==> config.mk <==
export PLATFORM = sky130hd
export DESIGN_NAME = sd_clk_gen
export DESIGN_NICKNAME = d
export VERILOG_FILES = /design/src/rtl/sd_pkg.sv /design/src/rtl/sd_clk_gen.sv
export SDC_FILE = /design/constraint.sdc
export NUM_CORES = 1
export LEC_CHECK = 0
export CELL_PAD_IN_SITES_DETAIL_PLACEMENT = 0
export CELL_PAD_IN_SITES_GLOBAL_PLACEMENT = 1
export CORE_MARGIN = 2
export CORE_UTILIZATION = 43
export CTS_BUF_LIST = sky130_fd_sc_hd__clkbuf_4 sky130_fd_sc_hd__clkbuf_8 sky130_fd_sc_hd__clkbuf_16
export CTS_CLUSTER_DIAMETER = 100
export DETAILED_ROUTE_END_ITERATION = 8
export PLACE_DENSITY = 0.82
export SLEW_MARGIN = 20
export SYNTH_ARGS = -nofsm -noshare
export SYNTH_HDL_FRONTEND = slang
export SYNTH_SLANG_ARGS = --single-unit
==> constraint.sdc <==
create_clock -name clk -period 2.86 [get_ports clk]
set_clock_uncertainty 0.2 [all_clocks]
set_input_delay 0.572 -clock clk [delete_from_list [all_inputs] [get_ports clk]]
set_output_delay 0.572 -clock clk [all_outputs]
set_load 0.01 [all_outputs]
==> src/rtl/sd_pkg.sv <==
// Shared definitions for the SD card clock generator.
// Holds the generator FSM encoding, the identification-rate and fastest
// divisor constants, and the default divisor/counter width.
package sd_pkg;

  localparam int SD_WIDTH = 16;

  // Half-period = div + 1 clk cycles.
  localparam int SD_DIV_INIT = 124;  // 400 kHz from 100 MHz
  localparam int SD_DIV_FAST = 0;    // clk/2

  typedef enum logic [1:0] {
    STOPPED  = 2'd0,
    RUN      = 2'd1,
    STOPPING = 2'd2
  } sd_state_t;

endpackage

==> src/rtl/sd_clk_gen.sv <==
// SD card clock generator: divides clk by an even runtime ratio with glitch-free gating.
// Latency: sd_clk/strobes/status registered; first rise div_q+1 cycles after RUN entry.
// Backpressure: none; clk_en is a level request honoured only at phase boundaries.
//
// Ports:
//   clk, reset      system clock, synchronous active-low reset
//   clk_en          1 = run sd_clk, 0 = park sd_clk low (high phase always completes)
//   div_load/div_in one-cycle load of a new divisor (half-period = div_in+1 clk cycles)
//   sd_clk          divided card clock
//   rise_stb        first cycle sd_clk reads 1 after a rising toggle
//   fall_stb        first cycle sd_clk reads 0 after a falling toggle
//   running         FSM in RUN or STOPPING
//   clk_stable      running with no divisor update pending
module sd_clk_gen
  import sd_pkg::*;
#(
  parameter int               WIDTH       = SD_WIDTH,
  parameter logic [WIDTH-1:0] DEFAULT_DIV = WIDTH'(SD_DIV_INIT)
) (
  input  logic             clk,
  input  logic             reset,
  input  logic             clk_en,
  input  logic             div_load,
  input  logic [WIDTH-1:0] div_in,
  output logic             sd_clk,
  output logic             rise_stb,
  output logic             fall_stb,
  output logic             running,
  output logic             clk_stable
);

  sd_state_t        state, state_nx;
  logic [WIDTH-1:0] counter, counter_nx;
  logic [WIDTH-1:0] div_q, div_q_nx;
  logic [WIDTH-1:0] pend, pend_nx;
  logic             pend_v, pend_v_nx;
  logic             stop_now;
  logic             toggle;
  logic             apply;

  always_comb begin
    // Stopping from a low phase is immediate and must not toggle, even if the
    // counter happens to be at its terminal value.
    stop_now = (state == RUN) && !clk_en && !sd_clk;
    toggle   = (state != STOPPED) && !stop_now && (counter == div_q);

    // Divisor changes land only where a fresh low phase starts (so both halves
    // of every period share one divisor) or while the clock is parked.
    apply = (state == STOPPED) || (toggle && sd_clk);

    state_nx = state;
    unique case (state)
      STOPPED:  state_nx = clk_en ? RUN : STOPPED;
      RUN: begin
        if (clk_en)            state_nx = RUN;
        else if (!sd_clk)      state_nx = STOPPED;
        else if (toggle)       state_nx = STOPPED;   // high phase ends this very cycle
        else                   state_nx = STOPPING;
      end
      STOPPING: begin
        if (clk_en)            state_nx = RUN;       // resume seamlessly, no gap
        else if (toggle)       state_nx = STOPPED;
        else                   state_nx = STOPPING;
      end
      default:                 state_nx = STOPPED;
    endcase

    if ((state == STOPPED) || stop_now || toggle) counter_nx = '0;
    else                                          counter_nx = counter + 1'b1;

    div_q_nx  = div_q;
    pend_nx   = pend;
    pend_v_nx = pend_v;
    if (apply) begin
      // A load coinciding with the apply point bypasses the pending register.
      if (div_load) begin
        div_q_nx  = div_in;
        pend_v_nx = 1'b0;
      end else if (pend_v) begin
        div_q_nx  = pend;
        pend_v_nx = 1'b0;
      end
    end else if (div_load) begin
      pend_nx   = div_in;
      pend_v_nx = 1'b1;
    end
  end

  always_ff @(posedge clk) begin
    if (!reset) begin
      state      <= STOPPED;
      counter    <= '0;
      div_q      <= DEFAULT_DIV;
      pend       <= '0;
      pend_v     <= 1'b0;
      sd_clk     <= 1'b0;
      rise_stb   <= 1'b0;
      fall_stb   <= 1'b0;
      running    <= 1'b0;
      clk_stable <= 1'b0;
    end else begin
      state      <= state_nx;
      counter    <= counter_nx;
      div_q      <= div_q_nx;
      pend       <= pend_nx;
      pend_v     <= pend_v_nx;
      sd_clk     <= sd_clk ^ toggle;
      rise_stb   <= toggle && !sd_clk;
      fall_stb   <= toggle && sd_clk;
      running    <= (state_nx != STOPPED);
      clk_stable <= (state_nx != STOPPED) && !pend_v_nx;
    end
  end

endmodule

==> impl_metrics.yaml <==
outcome:
  status: "finished clean"
timing:
  fin_crit_ps: 2660
  rsz0062_at_grt: "no"
  setup_tns_ps: 0
  fin_crit_sh_pct: 92.9
  hold_viol: 0
  whs_ps: 259
  slew_violations: 0
  relSlewSlack_pct: 60.0
  worstMarginPinSlew_ps: 597
  fmax_mhz: 376
  fin_ws_ps: 202
  setup_viol: 0
finish:
  nNetsFinal: 330
  regArea_um2: 1120
  finalInstanceArea_um2: 3010
  final_cell_mix: "dfxtp_1 (54), nand2_1 (27), clkdlybuf4s50_1 (24)"
  multiInputGateArea_um2: 1330
  syn2layout_area_growth_pct: 18.5
  insertedDiodeCount: 0
  final_cells: 382
  fillers: 594
  drive_gt1_share_pct: 10.4
  final_common_cell: "dfxtp_1"
yosys:
  async_reset_ff_share_pct: 0
  yosys_warnings: 0
  synthFlopType: "dfxtp_1"
  syn_avg_cell_area_um2: 9.11
  syn-cell-area_um2: 2540
  synth_edf_count: 0
  ys_types: 38
  ys_seq_area_share_pct: 44.1
  ys_seq_elements: 56
  syn_nets: 303
  synth_cells: 279
worst_setup_path:
  path_class: "flop to flop"
  r2r_setup_slack_ps: 200
  critPathLaunch: "div_q[15]"
  worstPathRequired_ps: 2880
  setup.worst_path.start_class: "flop"
  crit_arrival_ps: 2680
  r2r-start: "div_q[15]"
  r2r_end: "div_q[14]"
  worst-path-max-fanout: 22
  reg2reg_depth: 10
  endpoint_kind: "flop"
route:
  drtPass1Iterations: 4
  drc: 0
  vias: 1979
  ant_nets: 0
  initialDrtViolationCount: 100
  vias_per_cell: 5.18
  drt_wl_total_um: 5030
  wl_per_cell_um: 13.2
grt:
  grt_antenna_before_repair: 0
  busiest_layer: "met1"
  grt.overflow.total: 0
  grt_pass1_wl_um: 8910
  grt_util_all_layers_pct: 17.1
  met2_usage_pct: 24.9
  use_met3_pct: 3.00
  grt_max_degree: 33
  met1_usage_pct: 25.3
  grt_pass1_vias: 1895
pwr:
  internal-power_uw: 1070
  seqPwrFrac_pct: 57.6
  p_sw_uw: 372
  p_clk_share_pct: 30.4
  p_comb_share_pct: 12.1
  peakVddDrop_mv: 0.317
  p_per_area_nw_per_um2: 479
  swShare_pct: 25.8
  leakagePower_uw: 0.00106
hold_path:
  whs_endpoint: "pend[8]"
  min_path_cells: 2
  min_path_type: "flop to flop"
  hold_start: "pend[8]"
floorplanning:
  die_h_um: 80.9
  dieWidth_um: 80.9
  rows: 28
  die-area_um2: 6540
  coreArea_um2: 5820
  initial_utilization_pct: 43.7
  ios: 25
clock_network:
  worstSkewPairLatency_ps: 310
  htree_levels: 2
  cts_buffer_depth: 2
  numCtsBuffers: 5
  clock-root-buffer: "clkbuf_8"
  clkSlewWorstSetupHoldPaths_ps: 100
  tritoncts: "built"
  cts_sinks: 56
placed_design:
  numPortBuffers: 24
  detailed_place.area_um2: 2890
  dpl_worst_slack_ps: 74.8
  placed_cells: 373
  hpwl_um: 3560
  gp_congestion: 0.816
run:
  max-cap-violations: 0
## through the flow
stage / total power, uW / util, %
global placement: 1020 / 49.8
finish: 1440 / 51.8
global route: 1520 / 51.8
detailed placement: 1020 / 49.8
CTS: 1460 / 51.3
floorplan: 953 / -
## cells by family (layout without fill, tap and decap cells)
logic type,Yosys count,in the layout,synth area share (%)
XOR/XNOR,29,29,10.3
AO/OA/AOI/OAI,44,44,11.8
flip-flops,56,56,44.1
AND/OR/NAND/NOR,109,109,21.4
buffers and inverters,21,49,4.23
adder cells (fa/ha/maj),4,4,1.97
multiplexers,16,16,6.30
## flip-flops by register name (all words and copies together) (netlist names)
name,flops
counter,16
div_q,16
pend,16
state,2
clk_stable,1
fall_stb,1
pend_v,1
rise_stb,1
running,1
sd_clk,1
## Yosys cell counts, drive strengths merged (4+ instances only)
library cell | n | area [um2]
dfxtp | 56 | 1120
nand2 | 27 | 101
nand3 | 21 | 105
xnor2 | 20 | 183
a21oi | 17 | 85.1
nor2 | 17 | 63.8
mux2i | 16 | 160
nor3 | 16 | 85.1
a211oi | 12 | 90.1
nand4 | 12 | 81.3
clkbuf | 11 | 42.5
xor2 | 9 | 78.8
buf | 8 | 57.6
o211ai | 5 | 37.5
and2 | 4 | 25.0
ha | 4 | 50.1
o21ai | 4 | 20.0
## how the worst max path moves through the flow
stage          cells past startpoint        end
6_report                          10  div_q[14]
5_1_grt                           10  div_q[14]
4_1_cts                           10  div_q[14]
3_5_place_dp                      10  div_q[14]
3_3_place_gp                      10  div_q[12]
2_1_floorplan                     11  div_q[10]
## metal layers
| layer | vias to the layer above | share of wire, % |
|---|---|---|
| met5 | - | 0 |
| met4 | 0 | 2.3 |
| met3 | 10 | 3.6 |
| met2 | 42 | 43 |
| met1 | 885 | 51 |
| li1 | 1042 | - |
## cell type report
cell class	count	share of cell area, %
clock buffers	5	2.28
inverters	2	0.249
repair buffers	39	12.1
flip-flops and latches	56	37.3
clock inverters	3	0.748
well taps	75	3.11
multi-input cells	202	44.2
## power by group through the flow
| stage | logic, uW | registers [uW] | clock network (uW) |
|---|---|---|---|
| global route | 193 | 835 | 495 |
| floorplan | 109 | 844 | 0 |
| finish | 174 | 830 | 438 |
| global placement | 168 | 848 | 0 |
| detailed placement | 170 | 849 | 0 |
| CTS | 170 | 831 | 458 |
## worst max-delay path: stages (launching register included)
cell and delay [ps]:
dfxtp_1 340, xnor2_1 240, nand4_1 260, nor4_4 370
nor2b_1 220, ha_1 190, o21ba_2 180, nor2_2 150
buf_12 170, nor2_1 50, a211oi_1 210
## repair_timing
| action | CTS | global route |
|---|---|---|
| gates resized for setup | 0 | 5 |
| hold buffers | 0 | 0 |
| setup buffers | 0 | 1 |
| setup endpoints to repair | 0 | 16 |
No activity file was read; power rests on OpenSTA's default activity.
